==> config.mk <==
export PLATFORM = sky130hd
export DESIGN_NAME = fetch_queue
export DESIGN_NICKNAME = d
export VERILOG_FILES = /design/src/rtl/fetch_queue.sv
export SDC_FILE = /design/constraint.sdc
export NUM_CORES = 1
export LEC_CHECK = 0
export BUFFER_PORTS_ARGS = -buffer_cell sky130_fd_sc_hd__buf_2
export CORE_UTILIZATION = 35
export DETAILED_ROUTE_END_ITERATION = 8
export PLACE_DENSITY = 0.53
export RECOVER_POWER = 25
export SETUP_SLACK_MARGIN = 0.5
export SLEW_MARGIN = 15
export SYNTH_ARGS = -nofsm -noshare
export SYNTH_HDL_FRONTEND = slang
export SYNTH_SLANG_ARGS = --single-unit
export TNS_END_PERCENT = 100
==> constraint.sdc <==
create_clock -name clock -period 4.5 [get_ports clock]
set_input_delay 0.45 -clock clock [delete_from_list [all_inputs] [get_ports clock]]
set_output_delay 0.45 -clock clock [all_outputs]
set_load 0.03 [all_outputs]
==> src/rtl/fetch_queue.sv <==
`default_nettype none
// ============================================================================
// Module      : fetch_queue
// Description : Instruction-fetch stage with a prefetch FIFO, credit-based
//               memory issue and branch-redirect flush.
// Revision    : 1.0 - initial release
// ============================================================================
module fetch_queue #(
    parameter int                    ADDR_WIDTH = 32,
    parameter int                    DATA_WIDTH = 32,
    parameter int                    DEPTH      = 4,
    parameter logic [ADDR_WIDTH-1:0] START_ADDR = 32'h80020000
) (
    input  logic                      clock,
    input  logic                      reset_n,
    input  logic                      enable_fetch,
    input  logic                      stall,
    input  logic                      redirect_valid,
    input  logic [ADDR_WIDTH-1:0]     redirect_pc,
    output logic                      mem_enable,
    output logic                      mem_rw,
    output logic [1:0]                mem_access_size,
    output logic [ADDR_WIDTH-1:0]     mem_address,
    input  logic                      mem_busy,
    input  logic [DATA_WIDTH-1:0]     mem_data_out,
    output logic                      insn_valid,
    output logic [DATA_WIDTH-1:0]     insn,
    output logic [ADDR_WIDTH-1:0]     insn_pc,
    output logic [$clog2(DEPTH):0]    level
);

    localparam int                    c_ptr_w  = $clog2(DEPTH);
    localparam logic [c_ptr_w+1:0]    c_depth  = (c_ptr_w+2)'(DEPTH);
    localparam logic [c_ptr_w-1:0]    c_ptr_1  = c_ptr_w'(1);
    localparam logic [ADDR_WIDTH-1:0] c_step   = ADDR_WIDTH'(4);
    localparam logic [ADDR_WIDTH-1:0] c_start  = {START_ADDR[ADDR_WIDTH-1:2], 2'b00};

    logic [ADDR_WIDTH-1:0] r_fetch_pc;
    logic [ADDR_WIDTH-1:0] r_inflight_pc;
    logic                  r_inflight;
    logic                  r_drop;
    logic [DATA_WIDTH-1:0] r_data [DEPTH];
    logic [ADDR_WIDTH-1:0] r_pc   [DEPTH];
    logic [c_ptr_w-1:0]    r_rd_ptr;
    logic [c_ptr_w-1:0]    r_wr_ptr;
    logic [c_ptr_w:0]      r_count;

    logic [c_ptr_w+1:0]    w_pending;
    logic                  w_accept;
    logic                  w_push;
    logic                  w_pop;
    logic                  w_unused_bits;

    // Slots already promised to an in-flight response count against issue.
    assign w_pending  = {1'b0, r_count} + {{(c_ptr_w+1){1'b0}}, r_inflight};
    assign mem_enable = reset_n & enable_fetch & ~redirect_valid & (w_pending < c_depth);
    assign w_accept   = mem_enable & ~mem_busy;
    assign w_push     = r_inflight & ~r_drop;
    assign w_pop      = insn_valid & ~stall;

    assign mem_rw          = 1'b1;
    assign mem_access_size = 2'b00;
    assign mem_address     = r_fetch_pc;

    assign insn_valid = (r_count != '0);
    assign insn       = r_data[r_rd_ptr];
    assign insn_pc    = r_pc[r_rd_ptr];
    assign level      = r_count;

    assign w_unused_bits = ^redirect_pc[1:0];

    always_ff @(posedge clock) begin
        if (!reset_n) begin
            r_fetch_pc    <= c_start;
            r_inflight_pc <= '0;
            r_inflight    <= 1'b0;
            r_drop        <= 1'b0;
            r_rd_ptr      <= '0;
            r_wr_ptr      <= '0;
            r_count       <= '0;
            for (int i = 0; i < DEPTH; i++) begin
                r_data[i] <= '0;
                r_pc[i]   <= '0;
            end
        end else if (redirect_valid) begin
            // Flush wins over everything; the response landing now is lost with the FIFO.
            r_fetch_pc <= {redirect_pc[ADDR_WIDTH-1:2], 2'b00};
            r_inflight <= 1'b0;
            r_drop     <= r_inflight;
            r_rd_ptr   <= '0;
            r_wr_ptr   <= '0;
            r_count    <= '0;
        end else begin
            r_drop <= 1'b0;
            if (w_accept) begin
                r_inflight    <= 1'b1;
                r_inflight_pc <= r_fetch_pc;
                r_fetch_pc    <= r_fetch_pc + c_step;
            end else begin
                r_inflight <= 1'b0;
            end
            if (w_push) begin
                r_data[r_wr_ptr] <= mem_data_out;
                r_pc[r_wr_ptr]   <= r_inflight_pc;
                r_wr_ptr         <= r_wr_ptr + c_ptr_1;
            end
            if (w_pop) begin
                r_rd_ptr <= r_rd_ptr + c_ptr_1;
            end
            r_count <= r_count + {{c_ptr_w{1'b0}}, w_push} - {{c_ptr_w{1'b0}}, w_pop};
        end
    end

endmodule
`default_nettype wire

==> metrics.md, run 1 <==
| Metric | Value |
|---|---|
| CTS Sinks | `319` |
| Ys flop type | `edfxtp_1` |
| TritonCTS Buffers | `37` |
| Routed Antenna Nets | `0` |
| Number of synthesized flops with an enable pin | `248` |
| GRT overflow | `0` |
| Final HPWL DP | `20.7 mm` |
| Multi-input gate area | `4790 µm²` |
| Syn avg cell area | `13.4 µm²` |
| Root buf cell | `clkbuf_16` |
| RePlAce Congestion | `0.820` |
| Final setup viols | `0` |
| Slew Limit Fails | `201` |
| Max IR drop VDD | `0.208 mV` |
| Post-CTS Setup Bufs | `0` |
| CP delay by family, top | `simple AND/OR/NAND/NOR gates` |
| Worst setup SP type | `flop` |
| Cell breakdown of the critical path | `nor2b_1, nand2_1, nor3b_1, nand2b_1, buf_4` |
| CTS clock-pin slew for the worst setup and hold paths | `0.06 ns` |
| Routed WL | `36.9 mm` |
| Max Fclk | `303 MHz` |
| Crit path to | `r_data[2][29]` |
| Drt first pass iters | `5` |
| Longest Clk Path Bufs | `3` |
| CP Data Arrival Time | `3.49 ns` |
| Crit path kind | `reg -> reg` |
| Hold Crit Class | `in -> reg` |
| CTS tree | `built` |
| Synth async-reset ratio | `0%` |
| Register Area | `8880 µm²` |
| IO Port Bufs | `164` |
| CP bufs+invs | `1` |
| Gate power share | `6.2%` |
| Seq cells post-synth | `319` |
| Die area | `40800 µm²` |
| Slew margin rel. | `-52.7%` |
| Worst Path Max Fanout | `32` |
| Antenna fix cells | `0` |
| Tot Pwr | `6.64 mW` |
| Total number of vias | `8926` |
| Slew at the pin with the worst max-slew slack | `2.29 ns` |
| Clock Skews | `0.0190 ns` |
| R2R Setup Slk | `1.20 ns` |
| Max incr delay on CP | `1.55 ns` |
| CP endpoint kind | `flop` |
| H-tree depth | `2` |
| PD cells | `403 nW/µm²` |
| Maxcap violations | `5` |
| Residual DRC count | `0` |
| Failing checks | `max-capacitance violations, max-slew violations` |
| P_sw | `1.50 mW` |
| LEAKAGE | `6.14 nW` |
| Final Cycle Share | `73.3%` |
| Wirelength per Cell | `21.2 µm` |
| Share of layout cells above drive strength 1 | `22.2%` |
| Crit Reg-Reg Endpoint | `r_data[2][29]` |
| CP required | `4.69 ns` |
| Nets | `1269` |
| Synthesis-to-layout area growth | `17.6%` |
| Mapped cell area | `14000 µm²` |
| Skew-Pair Late Insertion Delay | `0.52 ns` |
| Vias in the first global route | `9253` |
| RSZ-0062 raised after global routing | `false` |
| Critical Path Stages | `5` |
| Die X | `202 µm` |
| CTS Hold Bufs | `0` |
| FF-to-FF Start | `r_inflight` |
| Synth unique cells | `62` |
| First-pass GRT wire length | `56.2 mm` |
| Pint | `5.14 mW` |
| Reg power frac | `50.1%` |
| Post-synthesis sequential area ratio | `63.3%` |
| Worst path slowest cell | `nand2b_1` |
| Synth Instances | `1046` |
| Drt initial violations | `593` |
| TNS Setup | `0 ns` |
| Fillers | `3731` |
| Die Y-Extent | `202 µm` |
| Vias per inst | `5.14` |
| Outcome | `finished, violations left` |
| Tmin final | `3.30 ns` |
| Top Ports | `174` |
| Sw Ratio | `22.6%` |
| Worst setup startpoint | `r_inflight` |
| Site row count | `72` |
| Starting density of the core | `35.8%` |
| Yosys warnings | `0` |
| Core Area | `39100 µm²` |
| Final hold vios | `0` |
| Largest net degree at the start of global routing | `67` |
| Gr usage total | `18.1%` |
| Clock power share | `43.7%` |
| R2r worst-path depth | `5` |
| Initial antenna violation count | `0` |
| CTS resizes | `0` |
## logic make-up after synthesis
group | share of synthesized area (%)
and+or+nand+nor | 18.2
DFF | 63.3
AOI/OAI and AO/OA | 4.52
buffers and inverters | 2.78
muxes | 10.1
xor gates and xnor gates | 0.554
adders and majority gates | 0.500
other | 0.0536
## worst min-delay path, delay by kind of cell
family / cells / cell delay (ns)
buffers and inverters: 1 / 0.10
and+or+nand+nor: 1 / 0.05
AOI/OAI and AO/OA: 1 / 0.06
## worst min-delay path by stage
stage | startpoint | endpoint | slack (ns) | cells after the start
global placement | r_inflight_pc[21] | r_inflight_pc[21] | 0.48 | 2
floorplan | r_inflight_pc[10] | r_inflight_pc[10] | 0.46 | 2
finish | redirect_pc[14] | mem_address[14] | 0.20 | 3
detailed placement | r_inflight_pc[20] | r_inflight_pc[20] | 0.48 | 2
global route | redirect_pc[14] | mem_address[14] | 0.19 | 3
CTS | redirect_pc[14] | mem_address[14] | 0.18 | 3
## synth_stat cells (4+ instances only)
master	count	area, µm²
clkbuf_1	58	218
inv_1	10	37.5
and2_1	188	1180
o311ai_0	4	35.0
o21ai_0	11	55.1
nor3b_1	4	30.0
or3_1	4	25.0
nand4_1	8	50.1
nand2_1	107	402
o22ai_1	4	25.0
xnor2_1	4	35.0
nor2_1	17	63.8
mux4_2	62	1400
nor3_1	10	50.1
nand3_1	18	90.1
a21oi_1	46	230
ha_1	4	50.1
buf_2	13	65.1
nor4_1	11	68.8
buf_4	7	52.6
a31oi_1	10	62.6
edfxtp_1	248	7450
and3_1	66	413
dfxtp_1	71	1420
## power by group through the flow
stage	logic (mW)	clock network, mW	registers, mW
floorplan	0.226	0	3.40
global placement	0.423	0	3.39
detailed placement	0.424	0	3.39
CTS	0.425	2.97	3.33
global route	0.442	3.07	3.34
finish	0.412	2.90	3.33
## registers in the layout, summed over array words and instances (netlist names), named ones only
name and flops:
r_inflight 1, mem_address 30, r_data 128, r_inflight_pc 30
r_drop 1, r_pc 120, r_rd_ptr 2, level 3
r_wr_ptr 2
## placed cells by master (no fill, tap or decap), types with 3 or more instances in the layout
master       n
edfxtp_1   248
and2_1     188
buf_2      129
nand2_1    107
dfxtp_1     69
and3_1      66
mux4_2      62
clkbuf_1    47
a21oi_1     46
clkbuf_16   39
nand3_1     18
nor2_1      17
buf_4       15
nor4_1      11
o21ai_0     11
inv_1       10
nor3_1      10
a31oi_1     10
nand4_1      8
clkinv_1     7
conb_1       7
clkinv_2     5
or3_1        4
nor3b_1      4
o22ai_1      4
o311ai_0     4
xnor2_1      4
ha_1         4
nand2b_1     3
or2_2        3
xor2_1       3
and4_1       3
or4_1        3
o41ai_1      3
bufinv_16    3
buf_12       3
## through the flow
stage          instance area (µm²)  worst slack [ns]  hold slack (ns)  util [%]  instances
2_1_floorplan                14000              1.01            0.457         -       1051
3_3_place_gp                 15400              1.73            0.477      39.4       1673
3_5_place_dp                 15400              1.75            0.482      39.4       1673
4_1_cts                      16600              1.48            0.177      42.4       1737
5_1_grt                      16500             0.877            0.194      42.1       1737
6_report                     16500              1.20            0.197      42.1       1737
## metal layers
| metal | track usage, % | share of wire (%) | wire length (µm) | up-vias |
|---|---|---|---|---|
| li1 | - | - | - | 4166 |
| met2 | 30.1 | 48 | 17700 | 279 |
| met1 | 24.6 | 45 | 16500 | 4441 |
| met5 | 0 | 0 | 0 | - |
| met3 | 3.47 | 6.0 | 2210 | 40 |
| met4 | 3.54 | 1.4 | 499 | 0 |
## cell type report
class	count	share of cell area (%)
clock buffers	49	6.15
clock inverters	15	0.889
inverters	11	0.251
multi-input cells	640	29.1
flip-flops and latches	319	53.9
well taps	518	3.93
repair buffers	185	5.84
Note: power is estimated with default switching activity, not from simulation.
==> run 2: changes to the inputs <==
- ABC_AREA: default -> 1
- clock period: 4.5 -> 3.05 ns (I/O delays scaled with it)
==> run 2 against run 1 <==
Against the previous run: the run still ends with max-capacitance violations, max-slew violations left; first-iteration DRC count is 41% higher; critical path depth is 1 lower; global-route usage is 0.77 points higher; clock-buffer cell count is 4 lower; clock power is 51% higher; setup slack worse by 0.60 ns; total power is 50% higher; area after synthesis is 2.0% higher; sequential share of layout area is 1.1 points lower; combinational power is 59% higher; critical path type is now reg -> out; critical endpoint is now insn_pc[23].
==> metrics.md, run 2 <==
| Metric | Value |
|---|---|
| Outcome | `finished, violations left` |
| Failing checks | `max-capacitance violations, max-slew violations` |
| IO Port Bufs | `164 (unchanged)` |
| CTS clock-pin slew for the worst setup and hold paths | `0.06 ns (about the same)` |
| CTS Sinks | `319 (unchanged)` |
| Final HPWL DP | `22.4 mm (+7.8%)` |
| Vias in the first global route | `10.8k (+17%)` |
| Ys flop type | `edfxtp_1` |
| Clock Skews | `0.0152 ns (-0.00375 ns)` |
| CTS tree | `built` |
| Antenna fix cells | `0 (unchanged)` |
| Skew-Pair Late Insertion Delay | `0.52 ns (about the same)` |
| Max incr delay on CP | `0.46 ns (-1.09 ns)` |
| Post-synthesis sequential area ratio | `62.1% (-1.2 points)` |
| LEAKAGE | `6.45 nW (+5.0%)` |
| Die X | `204 µm (+0.98%)` |
| Nets | `1750 (+38%)` |
| Slew at the pin with the worst max-slew slack | `1.58 ns (-0.708 ns)` |
| Crit path to | `insn_pc[23]` |
| Share of layout cells above drive strength 1 | `13.3% (-8.9 points)` |
| Top cell type by total area after synthesis | `edfxtp_1` |
| Initial antenna violation count | `0 (unchanged)` |
| Max Fclk | `409 MHz` |
| Total number of vias | `11.2k (+25%)` |
| Largest Register | `r_data` |
| First-pass GRT wire length | `60.9 mm (+8.3%)` |
| Max reg flops | `128 (unchanged)` |
| Die Y-Extent | `204 µm (+0.98%)` |
| CP endpoint kind | `output port` |
| Top Ports | `174 (unchanged)` |
| Synthesis-to-layout area growth | `17.7%` |
| Tmin final | `2.44 ns` |
| Post-place setup slack | `0.895 ns (-0.851 ns)` |
| Syn avg cell area | `9.23 µm² (-31%)` |
| Mapped cell area | `14300 µm² (+2.0%)` |
| Die area | `41600 µm² (+2.0%)` |
| Final Cycle Share | `80.1%` |
| Cell breakdown of the critical path | `buf_6, o21ai_0, o22ai_1, buf_2` |
| Slew margin rel. | `-5.54% (+47 points)` |
| Routed WL | `40.1 mm (+8.9%)` |
| Longest Clk Path Bufs | `3 (unchanged)` |
| Worst setup SP type | `flop` |
| Max IR drop VDD | `0.340 mV (+63%)` |
| Wirelength per Cell | `18.0 µm (-15%)` |
| Vias per inst | `5.02 (-2.3%)` |
| Root buf cell | `clkbuf_16` |
| Largest net degree at the start of global routing | `125 (+87%)` |
| Synth Instances | `1548 (+48%)` |
| Hold Crit Class | `in -> reg` |
| Top-area cell type share of the netlist area | `52.1% (-1.0 points)` |
| Starting density of the core | `35.7% (-0.11 points)` |
| Synth unique cells | `32 (-48%)` |
| Fillers | `4034 (+8.1%)` |
| Multi-input gate area | `4530 µm² (-5.4%)` |
| Worst path slowest cell | `buf_6` |
| R2r worst-path depth | `7 (+2)` |
| Setup slack after layout | `0.607 ns (-0.595 ns)` |
| Seq cells post-synth | `319 (unchanged)` |
| Hold path start | `redirect_pc[31]` |
| RSZ-0062 raised after global routing | `true` |
| Cell with the most instances after synthesis | `nor2_1` |
| Ranking of synthesized cells by area | `edfxtp_1, dfxtp_1, nor2_1, o21ai_0, nand2_1` |
| CP required | `2.74 ns (-1.95 ns)` |
| TritonCTS Buffers | `36 (-2.7%)` |
| Final hold vios | `0 (unchanged)` |
| Site row count | `73 (+1.4%)` |
| PD cells | `591 nW/µm² (+47%)` |
| FF-to-FF Start | `r_inflight` |
| Slew Limit Fails | `125 (-38%)` |
| Yosys warnings | `0 (unchanged)` |
| Commonest non-fill, non-tap cell in the layout | `nor2_1` |
| Crit path kind | `reg -> out` |
| Core Area | `40000 µm² (+2.3%)` |
| Synth async-reset ratio | `0% (unchanged)` |
| Routed Antenna Nets | `0 (unchanged)` |
| TNS Setup | `0 ns (unchanged)` |
| Residual DRC count | `0 (unchanged)` |
| Most frequent cells in the layout | `nor2_1, edfxtp_1, nand2_1` |
| RePlAce Congestion | `0.841 (+2.6%)` |
| Gr usage total | `18.9% (+0.77 points)` |
| Register Area | `8870 µm² (about the same)` |
| Crit Reg-Reg Endpoint | `r_data[2][27]` |
| Drt initial violations | `836 (+41%)` |
| H-tree depth | `2 (unchanged)` |
| Largest registers | `r_data (128), r_pc (120)` |
| CP bufs+invs | `2 (+1)` |
| CP Data Arrival Time | `2.14 ns (-1.35 ns)` |
| Commonest cells post-synth | `nor2_1, edfxtp_1, nand2_1` |
| R2R Setup Slk | `0.62 ns (-0.58 ns)` |
| GRT overflow | `0 (unchanged)` |
| Number of synthesized flops with an enable pin | `248 (unchanged)` |
| Maxcap violations | `1 (-4)` |
| CP delay by family, top | `buffers and inverters` |
| Drt first pass iters | `5 (unchanged)` |
| Final setup viols | `0 (unchanged)` |
| Critical Path Stages | `4 (-1)` |
| Worst Path Max Fanout | `62 (+94%)` |
==> run 2: cell types whose count changed after synthesis, sizes merged, moves of 11 or more <==
cell,previous run,this run
o21ai,11,170
nand3,18,46
nor3,11,65
nor2,17,379
inv,10,130
nor4,11,0
a21oi,46,60
and2,188,0
and3,66,0
o22ai,4,62
buf,22,42
mux4,62,0
nand2,107,191
==> run 2: worst register-to-register path, delay by kind of cell (launching register included) <==
family / cells / cell delay [ns]
and+or+nand+nor: 3 / 0.33
DFF: 1 / 0.35
buffers and inverters: 4 / 1.44
==> run 2: cell type report <==
class	instances	area share, %
clock buffer	45	5.93
clock inverter	19	1.19
inverter	130	2.98
multi-input combinational	1001	26.9
sequential	319	52.7
tap	525	3.90
timing repair buffer	187	6.34
==> run 2: how the worst min path moves through the flow <==
| stage | cells past startpoint | end | slack (ns) |
|---|---|---|---|
| after global routing | 3 | mem_address[31] | 0.03 |
| after CTS | 3 | mem_address[31] | 0.02 |
| final | 3 | mem_address[31] | 0.05 |
| after floorplan | 2 | flop | 0.44 |
| after detailed placement | 2 | flop | 0.45 |
| after global placement | 2 | flop | 0.45 |
==> run 2: power breakdown <==
group / switching (mW) / leakage (nW) / internal (mW)
combinational: 0.485 / 2.71 / 0.171
sequential: 0.0869 / 3.15 / 4.82
clock: 1.73 / 0.587 / 2.65
total: 2.30 / 6.45 / 7.65
==> run 2: kinds of logic after synthesis <==
family | share of synthesized area, %
AO/OA/AOI/OAI | 11.0
buffers and inverters | 6.56
AND/OR/NAND/NOR | 19.4
XOR/XNOR | 0.429
adder cells (fa/ha/maj) | 0.490
flip-flops | 62.1
other | 0.0526
==> run 2: per-stage QoR <==
step	area (µm²)	power [mW]	std cells	util, %	hold slack [ns]
floorplan	14300	5.40	1553	-	0.436
global placement	15700	5.66	2161	39.1	0.447
detailed placement	15700	5.67	2161	39.1	0.451
CTS	16900	10.1	2225	42.1	0.0194
global route	16800	10.3	2226	42.0	0.0265
finish	16800	9.95	2226	42.0	0.0468
==> run 2: metal layers <==
layer	routed length (µm)	vias up	part of all wire, %	global-route usage, %
li1	-	5455	-	-
met1	17700	5356	44	25.4
met3	2170	53	5.4	2.47
met5	0	-	0	0
met4	889	0	2.2	5.28
met2	19400	309	48	31.8
==> run 2: timing repair <==
item	in CTS	in global routing
gates resized for setup	2	2
buffers inserted	0	0
setup endpoints to repair	14	4
hold buffers	0	0
gates cloned	0	1
==> run 3: changes to the inputs <==
- clock period: 3.05 -> 2.3 ns (I/O delays scaled with it)
==> run 3 against run 2 <==
Against the previous run: the run now ends clean; wire length up 8.4%; global-route usage up 1.5 points; total power up 35%; flip-flop and latch count unchanged; die area unchanged; register-to-register slack worse by 0.35 ns; setup slack worse by 0.37 ns; cell area up 12%; hold slack worse by 0.019 ns.
==> metrics.md, run 3 (synthesis results as in run 2) <==
| Metric | Value |
|---|---|
| Hold WS | `0.0278 ns (-0.0190 ns)` |
| Site row count | `73 (unchanged)` |
| Tmin final | `2.06 ns` |
| Hold Crit Class | `in -> reg` |
| Crit Reg-Reg Endpoint | `r_data[2][24]` |
| LEAKAGE | `7.14 nW (+11%)` |
| Clock Skews | `0.0223 ns (+0.00712 ns)` |
| FF-to-FF Start | `r_inflight` |
| Hold EP | `mem_address[6]` |
| Final setup viols | `0 (unchanged)` |
| Maxcap violations | `0 (-1)` |
| Initial antenna violation count | `0 (unchanged)` |
| Total number of vias | `11.7k (+4.3%)` |
| Starting density of the core | `35.7% (unchanged)` |
| Die area | `41600 µm² (unchanged)` |
| Outcome | `finished clean` |
| Hold Path Cell Cnt | `5 (+2)` |
| Drt initial violations | `796 (-4.8%)` |
| Commonest non-fill, non-tap cell in the layout | `nor2_1` |
| TritonCTS Buffers | `38 (+5.6%)` |
| Routed WL | `43.5 mm (+8.4%)` |
| Antenna fix cells | `0 (unchanged)` |
| Post-place setup slack | `0.306 ns (-0.589 ns)` |
| Gr usage total | `20.3% (+1.5 points)` |
| Final Util | `47.1% (+5.0 points)` |
| RePlAce Congestion | `0.908 (+8.0%)` |
| H-tree depth | `2 (unchanged)` |
| Synthesis-to-layout area growth | `31.9%` |
| Vias per inst | `5.10 (+1.7%)` |
| Fillers | `3828 (-5.1%)` |
| CP bufs+invs | `3 (+1)` |
| GRT overflow | `0 (unchanged)` |
| Share of layout cells above drive strength 1 | `22.6% (+9.2 points)` |
| Die X | `204 µm (unchanged)` |
| Top Ports | `174 (unchanged)` |
| Cell breakdown of the critical path | `inv_4, buf_12, o21ai_1, o22ai_2, buf_2` |
| Max IR drop VDD | `0.539 mV (+58%)` |
| Die Y-Extent | `204 µm (unchanged)` |
| TNS Setup | `0 ns (unchanged)` |
| Longest Clk Path Bufs | `3 (unchanged)` |
| Routed Antenna Nets | `0 (unchanged)` |
| Largest Register | `r_data` |
| CTS Sinks | `319 (unchanged)` |
| Core Area | `40000 µm² (unchanged)` |
| Worst setup SP type | `flop` |
| Setup slack after layout | `0.235 ns (-0.372 ns)` |
| Final HPWL DP | `23.0 mm (+2.7%)` |
| Largest net degree at the start of global routing | `125 (unchanged)` |
| Slew at the pin with the worst max-slew slack | `1.05 ns (-0.530 ns)` |
| Skew-Pair Late Insertion Delay | `0.55 ns (+0.03 ns)` |
| Vias in the first global route | `11.2k (+3.6%)` |
| R2R Setup Slk | `0.27 ns (-0.35 ns)` |
| Slew Limit Fails | `0 (-100%)` |
| IO Port Bufs | `164 (unchanged)` |
| Root buf cell | `clkbuf_16` |
| PD cells | `715 nW/µm² (+21%)` |
| CP required | `2.07 ns (-0.67 ns)` |
| R2r worst-path depth | `7 (unchanged)` |
| RSZ-0062 raised after global routing | `true` |
| Max incr delay on CP | `0.39 ns (-0.07 ns)` |
| First-pass GRT wire length | `64.4 mm (+5.8%)` |
| Nets | `1803 (+3.0%)` |
| Final Cycle Share | `89.8%` |
| Max reg flops | `128 (unchanged)` |
| Largest registers | `r_data (128), r_pc (120)` |
| Most frequent cells in the layout | `nor2_1, edfxtp_1, nand2_1` |
| Crit path kind | `reg -> out` |
| Hold path start | `redirect_pc[6]` |
| CP delay by family, top | `buffers and inverters` |
| Worst path slowest cell | `dfxtp_4` |
| Final hold vios | `0 (unchanged)` |
| CTS clock-pin slew for the worst setup and hold paths | `0.06 ns (about the same)` |
| CTS tree | `built` |
| Max Fclk | `484 MHz` |
| Wirelength per Cell | `19.1 µm (+5.7%)` |
| Drt first pass iters | `5 (unchanged)` |
| CP endpoint kind | `output port` |
| Residual DRC count | `0 (unchanged)` |
| Worst Path Max Fanout | `22 (-65%)` |
| Slew margin rel. | `29.8% (+35 points)` |
| Tot Pwr | `13.5 mW (+35%)` |
| CP Data Arrival Time | `1.83 ns (-0.31 ns)` |
run 3: cell types whose count changed in the layout (fill, tap and decap cells not counted), moves of 34 or more:
cell	previous run	this run
buf_2	130	69
buf_6	1	48
nor2_1	375	333
o21ai_0	165	108
o21ai_1	4	38
o22ai_1	62	2
o22ai_2	0	60
run 3: how the worst max path moves through the flow:
stage,start,to,cells after the start
after global routing,r_inflight,r_pc[2][27],7
final,flop,insn_pc[26],5
after global placement,reset_n,mem_address[21],10
after detailed placement,reset_n,mem_address[22],10
after floorplan,redirect_valid,r_data[2][0],7
after CTS,flop,insn_pc[17],5
run 3: final cells by class:
cell class / count / area (µm²) / share of cell area [%]
clock inverter: 16 / 128 / 0.677
multi-input combinational: 1003 / 5340 / 28.3
clock buffer: 54 / 1080 / 5.76
timing repair buffer: 236 / 2230 / 11.8
sequential: 319 / 8890 / 47.2
tap: 525 / 657 / 3.49
inverter: 130 / 509 / 2.70
run 3: repair_timing:
action / CTS / global route
endpoints found under the setup margin: 143 / 178
pin swaps: 1 / 10
gates resized for setup: 121 / 208
gates cloned: 8 / 10
endpoints found under the hold margin: 18 / 0
buffers inserted: 5 / 8
hold buffers: 18 / 0
run 3: where the power goes:
| part | switching [mW] | internal (mW) |
|---|---|---|
| sequential | 0.135 | 6.40 |
| clock | 2.38 | 3.51 |
| combinational | 0.696 | 0.358 |
run 3: per-stage QoR:
step                      instances  cell area, µm²
after CTS                      2265           18100
after detailed placement       2164           16200
final                          2283           18800
after floorplan                1553           14800
after global placement         2164           16200
after global routing           2283           18800
run 3: routing by layer:
layer | GRT usage, % | up-vias | share of wire [%]
met5 | 0 | - | 0
met4 | 6.16 | 0 | 2.0
met3 | 3.13 | 61 | 5.9
met2 | 34.3 | 371 | 48
met1 | 26.8 | 5629 | 44
li1 | - | 5591 | -
run 3: worst reg2reg max path: cells and delay by family, from the launching register on:
family,cells,cell delay (ns)
buffers and inverters,4,1.05
flip-flops,1,0.33
AND/OR/NAND/NOR,3,0.37
